`config.mk`:
```
export PLATFORM = sky130hd
export DESIGN_NAME = md_sequencer
export DESIGN_NICKNAME = d
export VERILOG_FILES = /design/src/rtl/md_sequencer.sv
export SDC_FILE = /design/constraint.sdc
export NUM_CORES = 1
export LEC_CHECK = 0
export CAP_MARGIN = 20
export CORE_AREA = 2 2 211 213
export DETAILED_ROUTE_END_ITERATION = 12
export DIE_AREA = 0 0 213 215
export GPL_ROUTABILITY_DRIVEN = 0
export SKIP_LAST_GASP = 1
export SYNTH_ARGS = -nofsm -noshare
export SYNTH_HDL_FRONTEND = slang
export SYNTH_SLANG_ARGS = --single-unit
```
`constraint.sdc`:
```
create_clock -name clk -period 7.6 [get_ports clk]
set_input_delay 1.52 -clock clk [delete_from_list [all_inputs] [get_ports clk]]
set_output_delay 1.52 -clock clk [all_outputs]
set_load 0.03 [all_outputs]
```
`src/rtl/md_sequencer.sv`:
```
// md_sequencer: multi-cycle mult/multu/div/divu sequencer that produces the HI/LO results.
// Optional macro MD_FAST_MULT_EN: mult/multu use a single-cycle combinational product.
module md_sequencer (
    input  logic        clk,
    input  logic        reset,
    input  logic        start,
    input  logic [1:0]  op,
    input  logic [31:0] a,
    input  logic [31:0] b,
    output logic        busy,
    output logic        done,
    output logic        div0,
    output logic        hilo_write,
    output logic [31:0] hi,
    output logic [31:0] lo
);
    typedef enum logic [1:0] {IDLE, RUN, FIX, DONE} state_t;

    state_t      state_q, state_d;
    logic [4:0]  count_q, count_d;
    // Multiply: {partial product, multiplier}. Divide: quotient/dividend shifts through [31:0].
    logic [63:0] acc_q, acc_d;
    logic [31:0] rem_q, rem_d;
    logic [31:0] divisor_q, divisor_d;
    logic        isDiv_q, isDiv_d;
    logic        negRes_q, negRes_d;
    logic        negRem_q, negRem_d;
    logic        div0_q, div0_d;
    logic [31:0] hi_q, hi_d;
    logic [31:0] lo_q, lo_d;

    logic        isSigned;
    logic [31:0] aMag, bMag;
    logic [32:0] multSum;
    logic [32:0] remShift, remTrial;
    logic [63:0] prodFix;
    logic [31:0] quoFix, remFix;
`ifdef MD_FAST_MULT_EN
    logic [63:0] fastProd;
    assign fastProd = {32'd0, aMag} * {32'd0, bMag};
`endif

    assign isSigned = ~op[0];
    assign aMag     = (isSigned && a[31]) ? (~a + 32'd1) : a;
    assign bMag     = (isSigned && b[31]) ? (~b + 32'd1) : b;
    assign multSum  = {1'b0, acc_q[63:32]} + (acc_q[0] ? {1'b0, divisor_q} : 33'd0);
    assign remShift = {rem_q, acc_q[31]};
    assign remTrial = remShift - {1'b0, divisor_q};
    assign prodFix  = negRes_q ? (~acc_q + 64'd1) : acc_q;
    assign quoFix   = negRes_q ? (~acc_q[31:0] + 32'd1) : acc_q[31:0];
    assign remFix   = negRem_q ? (~rem_q + 32'd1) : rem_q;

    always_ff @(posedge clk or negedge reset) begin
        if (!reset) begin
            state_q   <= IDLE;
            count_q   <= 5'd0;
            acc_q     <= 64'd0;
            rem_q     <= 32'd0;
            divisor_q <= 32'd0;
            isDiv_q   <= 1'b0;
            negRes_q  <= 1'b0;
            negRem_q  <= 1'b0;
            div0_q    <= 1'b0;
            hi_q      <= 32'd0;
            lo_q      <= 32'd0;
        end else begin
            state_q   <= state_d;
            count_q   <= count_d;
            acc_q     <= acc_d;
            rem_q     <= rem_d;
            divisor_q <= divisor_d;
            isDiv_q   <= isDiv_d;
            negRes_q  <= negRes_d;
            negRem_q  <= negRem_d;
            div0_q    <= div0_d;
            hi_q      <= hi_d;
            lo_q      <= lo_d;
        end
    end

    always_comb begin
        state_d   = state_q;
        count_d   = count_q;
        acc_d     = acc_q;
        rem_d     = rem_q;
        divisor_d = divisor_q;
        isDiv_d   = isDiv_q;
        negRes_d  = negRes_q;
        negRem_d  = negRem_q;
        div0_d    = div0_q;
        hi_d      = hi_q;
        lo_d      = lo_q;
        case (state_q)
            IDLE: begin
                if (start) begin
                    isDiv_d   = op[1];
                    negRes_d  = isSigned & (a[31] ^ b[31]);
                    negRem_d  = isSigned & a[31];
                    count_d   = 5'd0;
                    rem_d     = 32'd0;
                    divisor_d = op[1] ? bMag : aMag;
                    acc_d     = {32'd0, op[1] ? aMag : bMag};
                    div0_d    = 1'b0;
                    if (op[1] && (b == 32'd0)) begin
                        div0_d  = 1'b1;
                        state_d = DONE;
                    end
`ifdef MD_FAST_MULT_EN
                    else if (!op[1]) begin
                        acc_d   = fastProd;
                        state_d = FIX;
                    end
`endif
                    else begin
                        state_d = RUN;
                    end
                end
            end
            RUN: begin
                count_d = count_q + 5'd1;
                if (isDiv_q) begin
                    // Restoring step: keep the trial difference only when it did not go negative.
                    if (!remTrial[32]) begin
                        rem_d = remTrial[31:0];
                        acc_d = {acc_q[63:32], acc_q[30:0], 1'b1};
                    end else begin
                        rem_d = remShift[31:0];
                        acc_d = {acc_q[63:32], acc_q[30:0], 1'b0};
                    end
                end else begin
                    acc_d = {multSum, acc_q[31:1]};
                end
                if (count_q == 5'd31) begin
                    state_d = FIX;
                end
            end
            FIX: begin
                if (isDiv_q) begin
                    lo_d = quoFix;
                    hi_d = remFix;
                end else begin
                    hi_d = prodFix[63:32];
                    lo_d = prodFix[31:0];
                end
                state_d = DONE;
            end
            DONE: begin
                state_d = IDLE;
            end
            default: begin
                state_d = IDLE;
            end
        endcase
    end

    assign busy       = (state_q != IDLE);
    assign done       = (state_q == DONE);
    assign div0       = done & div0_q;
    assign hilo_write = done & ~div0_q;
    assign hi         = hi_q;
    assign lo         = lo_q;
endmodule

```
==> impl_metrics.py, run 1 <==
metrics = {
    "layout": {
        "fill_cells": 4368,
        "drive_gt1_frac": 0.0612,
        "area_delta_synth_final_pct": 16.3,
        "final-seq-area_um2": 5080,
        "final_nets": 2251,
        "antennaDiodeCount": 0,
        "instances_no_fill": 2716,
        "multi_input_area_um2": 10600,
    },
    "synthesis": {
        "synth_edf_count": 0,
        "avgSynthCellArea_um2": 8.04,
        "syn_area_um2": 16400,
        "synth.top_cell.area_share": 0.309,
        "ys_seq_area_frac": 0.309,
        "async_reset_ff_frac": 1.00,
        "synth_top_cells_by_area": "dfrtp_1 (31%), o21ai_0 (5.9%), a21oi_1 (5.8%)",
        "synthCells": 2044,
        "ys_seq_elements": 203,
        "yosysWarnings": 0,
        "synth_area_leader_cell": "dfrtp_1",
        "synth_ff_type": "dfrtp_1",
        "synthDistinctLibCells": 85,
        "synth_nets": 2190,
    },
    "sta": {
        "rsz0062_at_grt": "false",
        "max_freq_mhz": 204,
        "timing.final.hold_violations": 0,
        "worstMarginPinSlew_ns": 1.06,
        "maxSlewViolCount": 0,
        "fin_hold_ws_ns": 0.480,
        "period_needed_ns": 4.90,
        "finClkSkew_ns": 0.0182,
        "tns_ns": 0,
        "post-route-period-util": 0.645,
        "setup_viol": 0,
        "relSlewSlack": 0.296,
    },
    "drt": {
        "viasPerCell": 5.73,
        "ant_nets": 0,
        "first_pass_iters": 9,
        "drc_errors": 0,
        "finalWirelength_mm": 54.4,
        "num_vias": 15564,
        "drtIter0Drc": 1509,
        "routedWlPerCell_um": 20.0,
    },
    "setup_path": {
        "r2r_cells": 11,
        "path_max_fanout": 32,
        "critical_path_arrival_ns": 5.34,
        "cp-end-kind": "flip-flop",
        "cp-start-kind": "flip-flop",
        "worstSetupPathType": "flip-flop to flip-flop",
        "critPathRequiredTime_ns": 8.04,
    },
    "clock_network": {
        "htreeDepth": 1,
        "cts_root_buf": "clkbuf_16",
        "cts_resized": 0,
        "clock_latency_ns": 0.57,
        "post_cts_buffers": 0,
        "tritoncts_num_sinks": 203,
        "cts_hold_buf": 0,
        "cts.clk_slew.worst_paths_ns": 0.06,
        "cts_buffers": 25,
        "ctsLongestPathBuffers": 3,
        "tritoncts": "built",
    },
    "power_and_ir_drop": {
        "leakage_nw": 8.24,
        "peakVddDrop_v": 0.000177,
        "powerDensity_nw_per_um2": 384,
    },
    "floorplan": {
        "start_util": 0.377,
        "rows": 77,
        "ioPinCount": 137,
        "die_y_um": 215,
        "dieWidth_um": 213,
        "coreArea_um2": 43600,
        "die_area_um2": 45800,
    },
    "global_routing": {
        "grt_use_total": 0.239,
        "grt_first_pass_wirelength_mm": 86.0,
        "grt_pass1_vias": 14874,
        "antenna_found_initial": 0,
        "grt_max_degree": 107,
        "grt_overflow": 0,
    },
    "placed_design": {
        "port_buffers": 136,
        "dp_hpwl_mm": 41.4,
        "dp.cells": 2668,
    },
    "flow_run": {
        "maxCapViolations": 0,
    },
    "min_path": {
        "whs_path_depth": 2,
        "hp-class": "flip-flop to flip-flop",
    },
    "run_status": {
        "status": "complete, no violations",
    },
}
[state kept, by name (all words and copies together) (netlist names), 2 cells and up]
signal     flops
hi            32
count_q        5
rem_q         32
lo            32
divisor_q     32
state_q        2
acc_q         64
[cell type report]
| cell class | instances | share of cell area |
|---|---|---|
| tap | 592 | 0.0388 |
| multi-input combinational | 1639 | 0.553 |
| clock buffer | 31 | 0.0360 |
| clock inverter | 15 | 0.0115 |
| inverter | 81 | 0.0159 |
| timing repair buffer | 155 | 0.0790 |
| sequential | 203 | 0.266 |
[routing by layer]
metal / routed length [um] / track usage / part of all wire / up-vias
met5: 0 / 0 / 0 / -
met4: 1950 / 0.0825 / 0.036 / 0
met3: 3930 / 0.0311 / 0.072 / 91
met2: 24300 / 0.369 / 0.45 / 573
met1: 24200 / 0.342 / 0.44 / 7450
li1: - / - / - / 7450
[worst max-delay path: stages, from the launching register on]
cell,delay [ns]
dfrtp_1,0.44
inv_1,0.74
ha_1,0.33
or4b_2,0.67
or4_1,0.62
nor4_2,0.57
nand4_1,0.58
nor2_1,0.23
a31oi_1,0.06
o2111ai_1,0.13
o21ai_0,0.12
mux2_2,0.29
[through the flow]
stage	total power, mW	area, um^2	worst slack [ns]	utilization
after detailed placement	5.98	18200	2.57	0.417
after CTS	7.34	19100	2.77	0.437
after global routing	7.86	19100	2.49	0.438
final	7.34	19100	2.70	0.438
after global placement	5.93	18200	2.47	0.417
after floorplan	4.63	16400	3.52	-
[power by group]
part / leakage, nW / switching (mW) / internal, mW
logic: 5.24 / 2.52 / 1.51
clock network: 0.447 / 0.520 / 0.815
registers: 2.55 / 0.501 / 1.48
total: 8.24 / 3.54 / 3.80
[cells in the mapped netlist, drive strengths merged, types with 6 or more instances]
cell,number
xnor2,89
a31oi,15
a211oi,19
o41ai,20
nor2,194
o311ai,17
a21o,30
nor4,9
ha,75
nand4,10
nand2b,25
o221ai,10
o211ai,21
mux2i,56
buf,18
dfrtp,203
or2,7
and3,10
xor2,106
o21bai,8
mux2,28
o21a,10
clkbuf,102
nor3,27
and2,6
nor2b,17
o31ai,40
a21oi,191
or3,21
inv,80
nand2,234
nand3,50
o21ai,197
or4,26
[cell families (layout without fill, tap and decap cells)]
| family | count (synthesis) | in the layout | share of synthesized area |
|---|---|---|---|
| muxes | 84 | 84 | 0.0533 |
| DFF | 203 | 203 | 0.309 |
| and+or+nand+nor | 657 | 657 | 0.187 |
| adders and majority gates | 77 | 77 | 0.0595 |
| AOI/OAI and AO/OA | 626 | 626 | 0.237 |
| buffers and inverters | 202 | 282 | 0.0505 |
| xor gates and xnor gates | 195 | 195 | 0.104 |
[worst paths after layout]
kind | startpoint | endpoint | slack [ns]
min in group asynchronous | reset | rem_q[7] | 1.08
max in group asynchronous | reset | hi[25] | 4.99
setup / recovery | acc_q[0] | hi[18] | 2.70
setup reg to reg | acc_q[0] | hi[18] | 2.70
hold / removal | divisor_q[9] | divisor_q[9] | 0.48
hold reg to reg | divisor_q[9] | divisor_q[9] | 0.48
[layout by cell type (no fill, tap or decap), types with 25 or more instances in the layout]
master,instances
nand3_1,50
o21ai_0,194
xnor2_1,89
clkdlybuf4s50_1,134
mux2_2,28
a21o_1,30
mux2i_1,56
nand2b_1,25
xor2_1,106
inv_1,80
clkbuf_16,25
dfrtp_1,201
o31ai_1,38
nor2_1,194
a21oi_1,191
nor3_1,27
nand2_1,233
ha_1,73
(Power assumes the default switching activity.)
==> run 2, diff against run 1 <==
Clock period 7.6 ns to 5.1 ns, I/O delays scaled along.
==> impl_metrics.py, run 2 (synthesis results as in run 1) <==
metrics = {
    "setup_path": {
        "critPathRequiredTime_ns": 5.58,
        "cp-end-kind": "flip-flop",
        "critical_path_arrival_ns": 4.40,
        "cp-start-kind": "flip-flop",
        "worstSetupPathType": "flip-flop to flip-flop",
        "path_max_fanout": 31,
    },
    "floorplan": {
        "die_y_um": 215,
        "ioPinCount": 137,
        "die_area_um2": 45800,
        "dieWidth_um": 213,
        "rows": 77,
        "coreArea_um2": 43600,
        "start_util": 0.377,
    },
    "sta": {
        "layout_setup_ws_ns": 1.19,
        "max_freq_mhz": 255,
        "worstMarginPinSlew_ns": 1.00,
        "timing.final.hold_violations": 0,
        "maxSlewViolCount": 0,
        "tns_ns": 0,
        "rsz0062_at_grt": "false",
        "fin_hold_ws_ns": 0.481,
        "finClkSkew_ns": 0.0110,
        "period_needed_ns": 3.91,
        "post-route-period-util": 0.768,
        "setup_viol": 0,
        "relSlewSlack": 0.333,
    },
    "placed_design": {
        "place_area_um2": 18200,
        "dp_hpwl_mm": 41.0,
        "dp_slack_ns": 0.753,
        "port_buffers": 136,
        "dp.cells": 2675,
    },
    "power_and_ir_drop": {
        "power_switching_mw": 5.24,
        "switching_share": 0.488,
        "leakage_nw": 8.24,
        "pwr-share-clk": 0.162,
        "power_frac_comb": 0.566,
        "powerDensity_nw_per_um2": 562,
        "peakVddDrop_v": 0.000267,
        "p_int_mw": 5.50,
        "fin_total_pwr_mw": 10.7,
        "pwr-share-seq": 0.272,
    },
    "global_routing": {
        "grt_overflow": 0,
        "grt_use_total": 0.234,
        "grt_first_pass_wirelength_mm": 84.1,
        "grt_max_degree": 114,
        "grt_pass1_vias": 14520,
        "antenna_found_initial": 0,
    },
    "drt": {
        "drc_errors": 0,
        "routedWlPerCell_um": 19.8,
        "first_pass_iters": 5,
        "viasPerCell": 5.71,
        "drtIter0Drc": 1354,
        "finalWirelength_mm": 54.0,
        "num_vias": 15545,
        "ant_nets": 0,
    },
    "clock_network": {
        "cts.clk_slew.worst_paths_ns": 0.06,
        "ctsLongestPathBuffers": 3,
        "tritoncts": "built",
        "cts_resized": 0,
        "clock_latency_ns": 0.54,
        "post_cts_buffers": 0,
        "tritoncts_num_sinks": 203,
        "cts_buffers": 25,
        "cts_hold_buf": 0,
        "htreeDepth": 1,
        "cts_root_buf": "clkbuf_16",
    },
    "layout": {
        "largest_reg_flops": 64,
        "layout_commonest_cell": "nand2_1",
        "drive_gt1_frac": 0.0629,
        "final_cell_mix": "nand2_1 (233), dfrtp_1 (201), nor2_1 (194), o21ai_0 (194), a21oi_1 (191)",
        "final_nets": 2258,
        "design_area_um2": 19100,
        "instances_no_fill": 2723,
        "regMostFlops": "acc_q",
        "area_delta_synth_final_pct": 16.1,
        "postLayoutCoreUtil": 0.437,
    },
    "min_path": {
        "hp-class": "flip-flop to flip-flop",
    },
    "run_status": {
        "status": "complete, no violations",
    },
    "flow_run": {
        "maxCapViolations": 0,
    },
}
run 2: changes by cell type in the layout (fill, tap and decap cells not counted), sizes merged:
| cell | before | now |
|---|---|---|
| diode | 0 | 1 |
| clkinvlp | 2 | 1 |
| buf | 20 | 27 |
| bufinv | 5 | 1 |
| clkbuf | 32 | 34 |
| clkinv | 8 | 11 |
| inv | 81 | 80 |
run 2: layout make-up:
type                            instances  area [um^2]
Fill cell                            4357        24600
Multi-Input combinational cell       1639        10600
Sequential cell                       203         5080
Timing Repair Buffer                  162         1610
Tap cell                              592          741
Clock buffer                           33          696
Inverter                               81          304
Clock inverter                         12         87.6
Antenna cell                            1         2.50
run 2: worst max-delay path, stage by stage, from the launching register on:
cell      delay (ns)
dfrtp_1         0.42
inv_1           0.17
ha_1            0.20
fa_1            0.21
nor2b_1         0.08
o31a_1          0.28
o21ba_2         0.29
o311a_1         0.35
o31a_1          0.35
o21ai_0         0.31
a311oi_4        0.13
buf_4           0.28
or4b_2          0.70
nand2_1         0.07
run 2: path summary, 6_finish.rpt:
kind | start | endpoint | slack, ns | depth (start not counted)
max in group asynchronous | reset | lo[30] | 3.50 | 2
setup / recovery | acc_q[31] | rem_q[28] | 1.19 | 13
hold / removal | divisor_q[24] | divisor_q[24] | 0.48 | 2
min in group asynchronous | reset | rem_q[7] | 0.56 | 1
setup reg to reg | acc_q[31] | rem_q[28] | 1.19 | 13
hold reg to reg | divisor_q[24] | divisor_q[24] | 0.48 | 2
run 2: metal layers:
layer	vias up	global-route usage	part of all wire
met4	0	0.0788	0.032
met3	76	0.0321	0.075
met1	7451	0.337	0.45
met2	553	0.358	0.44
li1	7465	-	-
met5	-	0	0
run 2: power groups by stage:
stage / clock network [mW] / logic, mW / registers [mW]
finish: 1.74 / 6.08 / 2.92
global route: 1.85 / 6.64 / 3.00
CTS: 1.78 / 6.00 / 2.91
detailed placement: 0 / 5.98 / 2.93
global placement: 0 / 5.89 / 2.91
floorplan: 0 / 3.85 / 3.06
